$ cat src/rtl/r2r_dac_wavegen_if.sv
// ============================================================================
// r2r_dac_wavegen_if : data/control/output bundle for the R2R DAC wave generator
// Revision 1.0
// ============================================================================
`default_nettype none

interface r2r_dac_wavegen_if #(
  parameter int DATA_W = 8
);
  logic [DATA_W-1:0] data;
  logic [1:0]        mode;
  logic              load_divider;
  logic              wr_en;
  logic [DATA_W-1:0] r2r_out;
  logic              tick;

  modport master (
    output data, mode, load_divider, wr_en,
    input  r2r_out, tick
  );

  modport slave (
    input  data, mode, load_divider, wr_en,
    output r2r_out, tick
  );
endinterface

`default_nettype wire

$ cat src/rtl/r2r_dac_wavegen.sv
// ============================================================================
// r2r_dac_wavegen : R2R ladder code generator (EXT/SAW/TRI/RAM) with rate divider
// Revision 1.0
// ============================================================================
`default_nettype none

module r2r_dac_wavegen #(
  parameter int DATA_W    = 8,
  parameter int DIV_W     = 16,
  parameter int DIV_SHIFT = 0,
  parameter int DIV_RESET = 9,
  parameter int DEPTH     = 16
) (
  input  wire logic           clk,
  input  wire logic           n_rst,
  r2r_dac_wavegen_if.slave    bus
);

  localparam int                AW       = $clog2(DEPTH);
  localparam logic [DATA_W-1:0] CODE_MAX = '1;
  localparam logic [1:0]        MODE_EXT = 2'd0;
  localparam logic [1:0]        MODE_SAW = 2'd1;
  localparam logic [1:0]        MODE_TRI = 2'd2;

  typedef enum logic [0:0] {DIR_UP = 1'b0, DIR_DOWN = 1'b1} dir_e;

  logic [DIV_W-1:0]  div_reload_q, div_reload_d;
  logic [DIV_W-1:0]  div_cnt_q, div_cnt_d;
  logic [DIV_W-1:0]  load_val;
  logic              tick_q, tick_d;
  logic [DATA_W-1:0] phase_q, phase_d;
  logic [DATA_W-1:0] r2r_q, r2r_d;
  dir_e              dir_q, dir_d;
  logic [AW-1:0]     wr_ptr_q, wr_ptr_d;
  logic [AW-1:0]     rd_ptr_q, rd_ptr_d;
  logic [1:0]        mode_q;
  logic [DATA_W-1:0] mem_q [DEPTH];

  // The waveform steps on the same edge that raises tick, so tick_d is the step strobe.
  always_comb begin
    load_val     = DIV_W'(bus.data) << DIV_SHIFT;
    div_reload_d = div_reload_q;
    div_cnt_d    = div_cnt_q - DIV_W'(1);
    tick_d       = 1'b0;
    if (bus.load_divider) begin
      div_reload_d = load_val;
      div_cnt_d    = load_val;
    end else if (div_cnt_q == '0) begin
      tick_d    = 1'b1;
      div_cnt_d = div_reload_q;
    end

    phase_d  = phase_q;
    dir_d    = dir_q;
    rd_ptr_d = rd_ptr_q;
    r2r_d    = r2r_q;
    if (bus.mode != mode_q) begin
      phase_d  = '0;
      dir_d    = DIR_UP;
      rd_ptr_d = '0;
      r2r_d    = '0;
    end else begin
      case (mode_q)
        MODE_EXT: r2r_d = bus.data;
        MODE_SAW: begin
          if (tick_d) begin
            phase_d = phase_q + DATA_W'(1);
            r2r_d   = phase_d;
          end
        end
        MODE_TRI: begin
          if (tick_d) begin
            if (dir_q == DIR_UP) begin
              phase_d = phase_q + DATA_W'(1);
              if (phase_d == CODE_MAX) dir_d = DIR_DOWN;
            end else begin
              phase_d = phase_q - DATA_W'(1);
              if (phase_d == '0) dir_d = DIR_UP;
            end
            r2r_d = phase_d;
          end
        end
        default: begin
          if (tick_d) begin
            r2r_d    = mem_q[rd_ptr_q];
            rd_ptr_d = rd_ptr_q + AW'(1);
          end
        end
      endcase
    end

    wr_ptr_d = bus.wr_en ? wr_ptr_q + AW'(1) : wr_ptr_q;
  end

  always_ff @(posedge clk) begin
    if (!n_rst) begin
      div_reload_q <= DIV_W'(DIV_RESET);
      div_cnt_q    <= DIV_W'(DIV_RESET);
      tick_q       <= 1'b0;
      phase_q      <= '0;
      dir_q        <= DIR_UP;
      r2r_q        <= '0;
      wr_ptr_q     <= '0;
      rd_ptr_q     <= '0;
      mode_q       <= MODE_EXT;
    end else begin
      div_reload_q <= div_reload_d;
      div_cnt_q    <= div_cnt_d;
      tick_q       <= tick_d;
      phase_q      <= phase_d;
      dir_q        <= dir_d;
      r2r_q        <= r2r_d;
      wr_ptr_q     <= wr_ptr_d;
      rd_ptr_q     <= rd_ptr_d;
      mode_q       <= bus.mode;
    end
  end

  // Sample RAM keeps its contents through reset; writes are only blocked while reset is held.
  always_ff @(posedge clk) begin
    if (n_rst && bus.wr_en) begin
      mem_q[wr_ptr_q] <= bus.data;
    end
  end

  assign bus.r2r_out = r2r_q;
  assign bus.tick    = tick_q;

endmodule

`default_nettype wire
$ cat src/flat_wrapper.sv
// flat-port wrapper written by rule: the top's interface ports become plain ports
module r2r_dac_wavegen_flat 
#(
  parameter int DATA_W    = 8,
  parameter int DIV_W     = 16,
  parameter int DIV_SHIFT = 0,
  parameter int DIV_RESET = 9,
  parameter int DEPTH     = 16
)
  (clk, n_rst, bus_data, bus_mode, bus_load_divider, bus_wr_en, bus_r2r_out, bus_tick);
  r2r_dac_wavegen_if #(.DATA_W(DATA_W)) bus_i ();
  input  wire logic clk;
  input  wire logic n_rst;
  input wire logic [$bits(bus_i.data)-1:0] bus_data;
  input wire logic [$bits(bus_i.mode)-1:0] bus_mode;
  input wire logic [$bits(bus_i.load_divider)-1:0] bus_load_divider;
  input wire logic [$bits(bus_i.wr_en)-1:0] bus_wr_en;
  output wire logic [$bits(bus_i.r2r_out)-1:0] bus_r2r_out;
  output wire logic [$bits(bus_i.tick)-1:0] bus_tick;
  assign bus_i.data = bus_data;
  assign bus_i.mode = bus_mode;
  assign bus_i.load_divider = bus_load_divider;
  assign bus_i.wr_en = bus_wr_en;
  assign bus_r2r_out = bus_i.r2r_out;
  assign bus_tick = bus_i.tick;
  r2r_dac_wavegen #(.DATA_W(DATA_W), .DIV_W(DIV_W), .DIV_SHIFT(DIV_SHIFT), .DIV_RESET(DIV_RESET), .DEPTH(DEPTH)) u_core (.clk(clk), .n_rst(n_rst), .bus(bus_i));
endmodule
$ cat config.mk
export PLATFORM = sky130hd
export DESIGN_NAME = r2r_dac_wavegen_flat
export DESIGN_NICKNAME = d
export VERILOG_FILES = /design/src/rtl/r2r_dac_wavegen_if.sv /design/src/rtl/r2r_dac_wavegen.sv /design/src/flat_wrapper.sv
export SDC_FILE = /design/constraint.sdc
export NUM_CORES = 1
export LEC_CHECK = 0
export ABC_CLOCK_PERIOD_IN_PS = 2600
export CAP_MARGIN = 20
export CELL_PAD_IN_SITES_DETAIL_PLACEMENT = 2
export CELL_PAD_IN_SITES_GLOBAL_PLACEMENT = 2
export CORE_ASPECT_RATIO = 1.1
export CORE_MARGIN = 2
export CORE_UTILIZATION = 45
export CTS_CLUSTER_DIAMETER = 40
export DETAILED_ROUTE_END_ITERATION = 16
export GPL_TIMING_DRIVEN = 0
export PLACE_DENSITY_LB_ADDON = 0.1
export SYNTH_ARGS = -nofsm -noshare
export SYNTH_HDL_FRONTEND = slang
export SYNTH_SLANG_ARGS = --single-unit
$ cat constraint.sdc
create_clock -name clk -period 2.6 [get_ports clk]
set_input_delay 0.78 -clock clk [delete_from_list [all_inputs] [get_ports clk]]
set_output_delay 0.78 -clock clk [all_outputs]
set_load 0.01 [all_outputs]
-- Word level (Yosys, flattened, before mapping)
Memory sizes are Yosys's and may differ from the RTL's. A register that Yosys moved wholly into a read port is not among the register bits.
Cells that the tools add are included.
- equal/unequal tests: 6
- reduce and logical (&&, ||, !) cells: 13
- bitwise operators: 2
- muxes and demuxes: 17
- $add $sub $neg: 5
- operators with widths (operator ; number):
    two-way mux 8 bit ; 5
    one-hot mux 8 bit (3 select lines) ; 1
    logical NOT 16 bit ; 1
    two-way mux 16 bit ; 1
    one-hot mux 8 bit (2 select lines) ; 1
    subtractor 16 x 1 -> 16 bit (second input constant) ; 1
    adder 4 x 1 -> 4 bit (second input constant) ; 2
    adder 8 x 1 -> 8 bit (second input constant) ; 1
    == test 8 bit (second input constant) ; 1
    logical NOT 8 bit ; 1
    two-way mux 4 bit ; 2
    subtractor 8 x 1 -> 8 bit (second input constant) ; 1
    two-way mux 1 bit ; 7
    AND reduction 3 bit ; 2
    inequality test 2 x 1 -> 1 bit (second input constant) ; 2
    AND reduction 2 bit ; 2
    nonzero test 2 bit ; 2
    OR reduction 2 bit ; 2
    OR reduction 3 bit ; 1
    == test 2 x 1 -> 1 bit (second input constant) ; 1
    == test 2 bit (second input constant) ; 1
    logical NOT 2 bit ; 1
    inequality test 2 bit ; 1
    inverter 1 bit ; 2
    logical AND 1 bit ; 1
- input bits: 14
- word-level logic and storage cells: 54
- memory bits (writable): 128
- memories kept: 1
- register bits: 52
- memory list (name ; words ; bits a word ; read ports ; clocked after Yosys merged registers in ; write ports ; RTL line ; text):
    u_core.mem_q ; 16 ; 8 ; 1 ; 1 ; 1 ; r2r_dac_wavegen.sv:37 ; logic [DATA_W-1:0] mem_q [DEPTH];

-- Logic depth before layout (Yosys ltp)
Gate-level depths: netlist of the first run.
- depth in word-level cells: 6
- gate-level depth with buffers: 9
- gate-level depth less buffers: 7

-- Worst setup path after synthesis of the first run
No wires, ideal clock.
- path kind: in2reg
- from: input port bus_load_divider
- to: register u_core.phase_q[3]
- path buffers: 2
- setup time: 0.128 ns
- required time: 2.472 ns
- slack: 0.479 ns
- stages on the path: 7
- arrival: 1.993 ns
- cell sequence: buf_2 > nor4_2 > nand4_2 > buf_6 > nor3_1 > xnor2_1 > nor2_1
- word-level cells in the longest chain between the ends: 3
- elaborated cells on any way between the ends: 4
- RTL lines (element ; RTL line ; text):
    start: declaration ; flat_wrapper.sv:16 ; input wire logic [$bits(bus_i.load_divider)-1:0] bus_load_divider;
    two-way mux 1 bit * ; r2r_dac_wavegen.sv:45 ; if (bus.load_divider) begin
    inequality test 2 x 1 -> 1 bit (no line) ; -- ;
    AND reduction 3 bit (no line) * ; -- ;
    end signal: assignment ; r2r_dac_wavegen.sv:110 ; phase_q <= phase_d;
    end: declaration ; r2r_dac_wavegen.sv:31 ; logic [DATA_W-1:0] phase_q, phase_d;
Every way passes the cells marked *; elsewhere a longest branch is shown, timed or not.
A chain may end at the register's enable or synchronous reset.

-- Worst setup path in the final report of the first run
- from: input port n_rst
- to: register u_core.r2r_q[4] (netlist: u_core.bus.r2r_out[4])
- word-level cells in the longest chain between the ends: 2
- RTL lines (element ; RTL line ; text):
    start: declaration ; flat_wrapper.sv:13 ; input wire logic n_rst;
    inverter 1 bit (no line) ; -- ;
    OR reduction 2 bit (no line) ; -- ;
    end signal: assignment ; r2r_dac_wavegen.sv:112 ; r2r_q <= r2r_d;
    end: declaration ; r2r_dac_wavegen.sv:32 ; logic [DATA_W-1:0] r2r_q, r2r_d;
Every way passes these cells.

==> report_table.html, run 1 <==
<table>
<tr><th>Metric</th><th>Value</th></tr>
<tr><th colspan="2">STA</th></tr>
<tr><td>Hold Vio Cnt, Final</td><td>0</td></tr>
<tr><td>Relative max-transition margin</td><td>38.9%</td></tr>
<tr><td>Smallest setup slack after layout</td><td>0.177 ns</td></tr>
<tr><td>Post-route fraction of the period consumed by the critical path</td><td>93.2%</td></tr>
<tr><td>Minimum period implied by the final worst setup slack</td><td>2.42 ns</td></tr>
<tr><td>Peak Freq</td><td>413 MHz</td></tr>
<tr><td>Slew at the pin with the worst max-slew slack</td><td>0.914 ns</td></tr>
<tr><td>Final-report setup violation count</td><td>0</td></tr>
<tr><td>Total count of max-transition violations in the final report</td><td>0</td></tr>
<tr><td>Worst setup skew after layout</td><td>0.00902 ns</td></tr>
<tr><td>Unrepaired setup endpoints after global routing</td><td>no</td></tr>
<tr><th colspan="2">Floorplanning</th></tr>
<tr><td>Top-level port count</td><td>23</td></tr>
<tr><td>Initial standard-cell utilization of the core</td><td>46.2%</td></tr>
<tr><td>Floorplan die height</td><td>146 um</td></tr>
<tr><td>Die W</td><td>133 um</td></tr>
<tr><td>Die area</td><td>0.0194 mm^2</td></tr>
<tr><td>Total number of placement rows</td><td>51</td></tr>
<tr><td>Total core area</td><td>0.0179 mm^2</td></tr>
<tr><th colspan="2">Min path</th></tr>
<tr><td>Hold Crit Class</td><td>reg -&gt; reg</td></tr>
<tr><th colspan="2">Final layout</th></tr>
<tr><td>Leading cell type in the layout, fill and taps excluded</td><td>edfxtp_1</td></tr>
<tr><td>Diode insertion count for antenna repair</td><td>0</td></tr>
<tr><td>Area delta synth-&gt;final</td><td>13.3%</td></tr>
<tr><td>Most frequent cells in the layout</td><td>edfxtp_1, dfxtp_1, nor2_1</td></tr>
<tr><td>Layout net count</td><td>661</td></tr>
<tr><td>Core Util, Final</td><td>52.3%</td></tr>
<tr><td>Fraction of final layout cells sized beyond drive strength 1</td><td>14.0%</td></tr>
<tr><td>Fill cell instance count of the final layout</td><td>1675</td></tr>
<tr><th colspan="2">Drt</th></tr>
<tr><td># DRC</td><td>0</td></tr>
<tr><td>Average vias per placed instance</td><td>5.96</td></tr>
<tr><td>Routed WL</td><td>24.3 mm</td></tr>
<tr><td>Total iterations of the first detailed-routing run</td><td>5</td></tr>
<tr><td>Final routed wire length divided by cell count</td><td>27.4 um</td></tr>
<tr><td>DR iter-0 viols</td><td>411</td></tr>
<tr><td>Remaining antenna violation count</td><td>0</td></tr>
<tr><td>Total vias in the final route</td><td>5286</td></tr>
<tr><th colspan="2">Global routing</th></tr>
<tr><td>GRT Resource Usage Total</td><td>26.3%</td></tr>
<tr><td>Maximum number of pins on one net before global-route repair</td><td>19</td></tr>
<tr><td>Wire length of the first global-routing pass</td><td>37.4 mm</td></tr>
<tr><td>Number of antenna violations at the first check in global routing</td><td>0</td></tr>
<tr><td>Number of global-route vias before repair</td><td>5905</td></tr>
<tr><td>Total grt overflow</td><td>0</td></tr>
<tr><th colspan="2">Pwr</th></tr>
<tr><td>Power per cell area</td><td>651 mW/mm^2</td></tr>
<tr><td>Sw frac</td><td>24.0%</td></tr>
<tr><td>Leakage power</td><td>3.08 nW</td></tr>
<tr><td>Cell internal pwr</td><td>4.63 mW</td></tr>
<tr><td>Fraction of power consumed by sequential logic</td><td>52.7%</td></tr>
<tr><td>Peak VDD IR</td><td>0.476 mV</td></tr>
<tr><td>Share of total power in combinational logic</td><td>5.4%</td></tr>
<tr><td>Clock network fraction of design power</td><td>42.0%</td></tr>
<tr><td>Net Sw Power</td><td>1.46 mW</td></tr>
<tr><th colspan="2">Place</th></tr>
<tr><td>IO buf count</td><td>21</td></tr>
<tr><td>DP Worst Slack</td><td>-0.423 ns</td></tr>
<tr><td>HPWL after detailed placement</td><td>16.5 mm</td></tr>
<tr><td>Weighted congestion at the end of routability-driven global placement</td><td>0.821</td></tr>
<tr><th colspan="2">Synth</th></tr>
<tr><td>Post-synth net total</td><td>621</td></tr>
<tr><td>Unique cell type count in the Yosys netlist</td><td>64</td></tr>
<tr><td>Number of storage elements in the synthesis netlist</td><td>184</td></tr>
<tr><td>Portion of the post-synthesis area used by sequential elements</td><td>60.2%</td></tr>
<tr><td>Cell Area, Synth</td><td>0.00825 mm^2</td></tr>
<tr><td>Synthesized area per cell</td><td>13.8 um^2</td></tr>
<tr><td>Async S/R FF share, synth</td><td>0%</td></tr>
<tr><td>Gate count of the mapped netlist</td><td>596</td></tr>
<tr><td>Number of enable-type register cells in the synthesized netlist</td><td>128</td></tr>
<tr><td>Warnings, synthesis</td><td>0</td></tr>
<tr><td>Most used DFF post-synth</td><td>edfxtp_1</td></tr>
<tr><th colspan="2">Clock tree</th></tr>
<tr><td>Total clock buffers created by CTS</td><td>17</td></tr>
<tr><td>Clock tree from TritonCTS</td><td>built</td></tr>
<tr><td>Clock transition at the registers of the reported paths</td><td>0.07 ns</td></tr>
<tr><td>H-tree depth</td><td>4</td></tr>
<tr><td>Clock root cell</td><td>clkbuf_16</td></tr>
<tr><td>CTS Sinks</td><td>184</td></tr>
<tr><td>Clock tree buffer depth</td><td>2</td></tr>
<tr><td>Clock latency of the later-clocked register in the worst-skew pair</td><td>0.44 ns</td></tr>
<tr><th colspan="2">Setup path</th></tr>
<tr><td>Data required time at the worst endpoint</td><td>2.95 ns</td></tr>
<tr><td>Category of the worst setup path capture point</td><td>flop</td></tr>
<tr><td>Data arrival time of the worst path</td><td>2.78 ns</td></tr>
<tr><td>Type of the worst setup path</td><td>in -&gt; reg</td></tr>
<tr><td>Nature of the critical path startpoint</td><td>input port</td></tr>
<tr><td>Critical path fanouts, max</td><td>8</td></tr>
<tr><th colspan="2">Run status</th></tr>
<tr><td>Result of the run</td><td>completed</td></tr>
<tr><th colspan="2">Run</th></tr>
<tr><td>Total of max-cap violations</td><td>0</td></tr>
</table>
[worst max-delay path, cell delays in order]
cell	delay, ns
clkdlybuf4s50_1	0.70
nand3_1	0.47
a21oi_2	0.43
o211ai_1	0.16
o21ai_0	0.23
[sequential cells by signal, summed over array words and instances, names as in the netlist, named ones only]
register / cells
u_core.mode_q: 2
u_core.div_cnt_q: 16
u_core.bus.r2r_out: 8
u_core.rd_ptr_q: 4
u_core.div_reload_q: 8
u_core.wr_ptr_q: 4
u_core.phase_q: 8
u_core.bus.tick: 1
u_core.dir_q: 1
u_core.mem_q: 128
[timing repair]
action                     4_1_cts  5_1_grt
hold endpoints to repair         0        0
gates resized for setup          0        9
hold buffers                     0        0
setup buffers                    0        0
setup endpoints to repair        0       63
[Yosys cell counts, types with 4 or more instances]
master / instances / area share, %
edfxtp_1: 128 / 47
dfxtp_1: 56 / 14
nor2_1: 43 / 2.0
nand2_1: 36 / 1.6
xnor2_1: 25 / 2.7
and2_1: 24 / 1.8
mux4_2: 22 / 6.0
o21ai_0: 19 / 1.2
mux2i_1: 17 / 2.1
a21oi_1: 14 / 0.85
inv_1: 14 / 0.64
clkbuf_1: 13 / 0.59
nor3_1: 13 / 0.79
xor2_1: 13 / 1.4
buf_2: 11 / 0.67
ha_1: 11 / 1.7
mux4_1: 11 / 3.5
nand2b_1: 10 / 0.76
a21boi_0: 9 / 0.82
nor2b_1: 9 / 0.68
nand3_1: 7 / 0.42
nor3b_1: 7 / 0.64
a211o_1: 5 / 0.53
a21boi_1: 5 / 0.46
nand4_1: 5 / 0.38
and3_1: 4 / 0.30
[worst paths after layout]
path	end	slack (ns)	cells after the start	from
worst max-delay path	u_core.bus.r2r_out[4]$_SDFFE_PP0P_	0.18	5	n_rst
worst min-delay path	u_core.bus.r2r_out[7]$_SDFFE_PP0P_	0.46	2	u_core.bus.r2r_out[7]$_SDFFE_PP0P_
worst max register to register	u_core.bus.r2r_out[1]$_SDFFE_PP0P_	0.27	8	flop
worst min register to register	u_core.bus.r2r_out[7]$_SDFFE_PP0P_	0.46	2	u_core.bus.r2r_out[7]$_SDFFE_PP0P_
[logic make-up after synthesis]
family | share of synthesized area [%]
and+or+nand+nor | 12.2
DFF | 60.2
adders and majority gates | 1.67
AOI/OAI and AO/OA | 7.19
muxes | 11.8
buffers and inverters | 2.87
xor gates and xnor gates | 4.03
[final cells by class]
type                    count  area, um^2  share of cell area, %
flip-flops and latches    184        4960                   53.1
multi-input cells         366        3070                   32.8
clock buffers              17         425                   4.55
well taps                 238         298                   3.19
repair buffers             21         210                   2.25
plain buffers              32         184                   1.97
clock inverters            15         144                   1.54
inverters                  14        52.6                  0.562
[stage by stage]
step                      hold WS [ns]  setup TNS, ns  cell area, um^2  instances  total power, mW
after floorplan                  0.427              0             8250        596             3.43
after global placement           0.440         -19.22             8760        855             3.56
after detailed placement         0.452         -37.71             8760        855             3.59
after CTS                        0.469              0             9330        887             6.12
after global routing             0.503              0             9350        887             6.26
final                            0.465              0             9350        887             6.09
[routing by layer]
layer  wire length [um]  up-vias  GRT usage [%]
li1                   -     2330              -
met5                  0        -              0
met2              12500      139           45.1
met4                643        0           8.88
met1              10400     2776           34.3
met3                769       41           3.89
[power by group through the flow]
stage / combinational, mW / sequential (mW) / clock (mW)
after global placement: 0.296 / 3.26 / 0
final: 0.327 / 3.21 / 2.55
after floorplan: 0.173 / 3.26 / 0
after global routing: 0.356 / 3.21 / 2.69
after detailed placement: 0.317 / 3.27 / 0
after CTS: 0.326 / 3.21 / 2.59
(Power assumes the default switching activity.)
==> run 2: changes to the inputs <==
Settings changed: CAP_MARGIN 20 to 40, CTS_CLUSTER_SIZE from default to 40.
==> results of run 2 <==
Final layout, timing and power as in run 1 (identical DEF).
==> run 3: changes to the inputs <==
Settings changed: CORE_MARGIN 2 to default.
==> report_table.html, run 3 (synthesized netlist as in run 1, its figures left out) <==
<table>
<tr><th>Metric</th><th>Value</th></tr>
<tr><th colspan="2">Min path</th></tr>
<tr><td>Hold Crit Class</td><td>reg -&gt; reg</td></tr>
<tr><th colspan="2">Final layout</th></tr>
<tr><td>Leading cell type in the layout, fill and taps excluded</td><td>edfxtp_1</td></tr>
<tr><td>Fraction of final layout cells sized beyond drive strength 1</td><td>14.0% (+0.022 points)</td></tr>
<tr><td>Number of flip-flops in the largest register</td><td>128 (unchanged)</td></tr>
<tr><td>Most frequent cells in the layout</td><td>edfxtp_1, dfxtp_1, nor2_1</td></tr>
<tr><td>Area delta synth-&gt;final</td><td>13.7%</td></tr>
<tr><td>Finished Cell Area</td><td>0.00938 mm^2 (+0.36%)</td></tr>
<tr><td>Registers with the most flip-flops</td><td>u_core.mem_q (128), u_core.div_cnt_q (16)</td></tr>
<tr><td>Diode insertion count for antenna repair</td><td>0 (unchanged)</td></tr>
<tr><td>Biggest register</td><td>u_core.mem_q</td></tr>
<tr><td>Layout net count</td><td>661 (unchanged)</td></tr>
<tr><th colspan="2">STA</th></tr>
<tr><td>Final-report setup violation count</td><td>0 (unchanged)</td></tr>
<tr><td>Hold Vio Cnt, Final</td><td>0 (unchanged)</td></tr>
<tr><td>Total count of max-transition violations in the final report</td><td>0 (unchanged)</td></tr>
<tr><td>Post-route fraction of the period consumed by the critical path</td><td>97.2% (+4.0 points)</td></tr>
<tr><td>Relative max-transition margin</td><td>37.0% (-1.9 points)</td></tr>
<tr><td>Unrepaired setup endpoints after global routing</td><td>yes</td></tr>
<tr><td>Minimum period implied by the final worst setup slack</td><td>2.53 ns (+0.105 ns)</td></tr>
<tr><td>Slew at the pin with the worst max-slew slack</td><td>0.942 ns (+0.0282 ns)</td></tr>
<tr><td>Worst setup skew after layout</td><td>0.0127 ns (+0.00365 ns)</td></tr>
<tr><td>Worst hold margin</td><td>0.478 ns (+0.0137 ns)</td></tr>
<tr><td>Peak Freq</td><td>396 MHz (-4.1%)</td></tr>
<tr><th colspan="2">Clock tree</th></tr>
<tr><td>CTS Sinks</td><td>184 (unchanged)</td></tr>
<tr><td>Clock tree from TritonCTS</td><td>built</td></tr>
<tr><td>Post-CTS setup repair buffer count</td><td>0 (unchanged)</td></tr>
<tr><td>Clock root cell</td><td>clkbuf_16</td></tr>
<tr><td>Clock transition at the registers of the reported paths</td><td>0.08 ns (about the same)</td></tr>
<tr><td>Hold buffer count at cts</td><td>0 (unchanged)</td></tr>
<tr><td>Clock tree buffer depth</td><td>2 (unchanged)</td></tr>
<tr><td>Total clock buffers created by CTS</td><td>17 (unchanged)</td></tr>
<tr><td>Clock latency of the later-clocked register in the worst-skew pair</td><td>0.44 ns (about the same)</td></tr>
<tr><td>H-tree depth</td><td>4 (unchanged)</td></tr>
<tr><th colspan="2">Pwr</th></tr>
<tr><td>Peak VDD IR</td><td>0.440 mV (-7.6%)</td></tr>
<tr><td>Power per cell area</td><td>667 mW/mm^2 (+2.5%)</td></tr>
<tr><td>Power consumption</td><td>6.26 mW (+2.8%)</td></tr>
<tr><td>Leakage power</td><td>3.09 nW (+0.49%)</td></tr>
<tr><th colspan="2">Run</th></tr>
<tr><td>Total of max-cap violations</td><td>0 (unchanged)</td></tr>
<tr><th colspan="2">Place</th></tr>
<tr><td>Cell Area, Placed</td><td>0.00876 mm^2 (unchanged)</td></tr>
<tr><td>HPWL after detailed placement</td><td>16.4 mm (-0.60%)</td></tr>
<tr><td>IO buf count</td><td>21 (unchanged)</td></tr>
<tr><td>Weighted congestion at the end of routability-driven global placement</td><td>0.794 (-3.3%)</td></tr>
<tr><th colspan="2">Drt</th></tr>
<tr><td>Final routed wire length divided by cell count</td><td>27.9 um (+1.6%)</td></tr>
<tr><td>Total iterations of the first detailed-routing run</td><td>4 (-1)</td></tr>
<tr><td>DR iter-0 viols</td><td>333 (-19%)</td></tr>
<tr><td>Remaining antenna violation count</td><td>0 (unchanged)</td></tr>
<tr><td># DRC</td><td>0 (unchanged)</td></tr>
<tr><td>Total vias in the final route</td><td>5335 (+0.93%)</td></tr>
<tr><td>Average vias per placed instance</td><td>6.02 (+1.0%)</td></tr>
<tr><td>Routed WL</td><td>24.7 mm (+1.5%)</td></tr>
<tr><th colspan="2">Floorplanning</th></tr>
<tr><td>Total core area</td><td>0.0178 mm^2 (-0.36%)</td></tr>
<tr><td>Die area</td><td>0.0189 mm^2 (-2.9%)</td></tr>
<tr><td>Die W</td><td>131 um (-1.5%)</td></tr>
<tr><td>Top-level port count</td><td>23 (unchanged)</td></tr>
<tr><td>Total number of placement rows</td><td>51 (unchanged)</td></tr>
<tr><td>Floorplan die height</td><td>144 um (-1.4%)</td></tr>
<tr><td>Initial standard-cell utilization of the core</td><td>46.3% (+0.17 points)</td></tr>
<tr><th colspan="2">Setup path</th></tr>
<tr><td>Data arrival time of the worst path</td><td>2.60 ns (-0.18 ns)</td></tr>
<tr><td>Category of the worst setup path capture point</td><td>flop</td></tr>
<tr><td>Data required time at the worst endpoint</td><td>2.67 ns (-0.28 ns)</td></tr>
<tr><td>Type of the worst setup path</td><td>in -&gt; reg</td></tr>
<tr><td>Nature of the critical path startpoint</td><td>input port</td></tr>
<tr><td>Critical path fanouts, max</td><td>8 (unchanged)</td></tr>
<tr><th colspan="2">Global routing</th></tr>
<tr><td>Wire length of the first global-routing pass</td><td>37.4 mm (about the same)</td></tr>
<tr><td>Number of global-route vias before repair</td><td>5925 (+0.34%)</td></tr>
<tr><td>Total grt overflow</td><td>0 (unchanged)</td></tr>
<tr><td>Maximum number of pins on one net before global-route repair</td><td>19 (unchanged)</td></tr>
<tr><td>GRT Resource Usage Total</td><td>27.6% (+1.4 points)</td></tr>
<tr><td>Number of antenna violations at the first check in global routing</td><td>0 (unchanged)</td></tr>
<tr><th colspan="2">Run status</th></tr>
<tr><td>Result of the run</td><td>completed</td></tr>
</table>
## run 3: critical path, stage by stage
cell	delay (ns)
clkdlybuf4s50_1	0.71
nand2_1	0.17
nor3b_1	0.39
and2_1	0.54
## run 3: layer usage
metal	track usage, %	routed length [um]
met1	34.4	10500
met2	48.7	12700
met3	4.45	939
met4	10.3	612
met5	0	0
## run 3: path summary, 6_finish.rpt
check / from / slack [ns] / endpoint / depth (start not counted)
hold reg to reg: u_core.div_reload_q[0]$_SDFFE_PN1P_ / 0.48 / u_core.div_reload_q[0]$_SDFFE_PN1P_ / 2
setup / recovery: n_rst / 0.07 / u_core.mem_q[10][2]$_DFFE_PP_ / 4
setup reg to reg: flop / 0.17 / u_core.bus.r2r_out[2]$_SDFFE_PP0P_ / 8
hold / removal: u_core.div_reload_q[0]$_SDFFE_PN1P_ / 0.48 / u_core.div_reload_q[0]$_SDFFE_PN1P_ / 2
## run 3: power breakdown
group,internal [mW],switching (mW),total [mW]
Sequential,3.17,0.0365,3.21
Combinational,0.116,0.216,0.332
Clock,1.53,1.19,2.72
Total,4.81,1.45,6.26
## run 3: cell type report
type / instances / area, um^2
buffer: 32 / 184
clock buffer: 19 / 433
clock inverter: 12 / 165
fill: 1644 / 8420
inverter: 14 / 52.6
multi-input combinational: 366 / 3070
sequential: 184 / 4960
tap: 238 / 298
timing repair buffer: 21 / 210
## run 3: stage by stage
stage               setup TNS [ns]  setup slack [ns]  utilization [%]  std cells
finish                           0            0.0727             52.7        886
global route               -0.0179          -0.00537             52.7        886
CTS                              0            0.0398             52.6        886
detailed placement          -40.31            -0.540             49.2        855
global placement            -24.09            -0.397             49.2        855
floorplan                        0             0.479                -        596
## run 3: what timing repair did
| item | 4_1_cts | 5_1_grt |
|---|---|---|
| gates resized for setup | 2 | 8 |
| setup endpoints to repair | 7 | 59 |
| pin swaps | 0 | 0 |
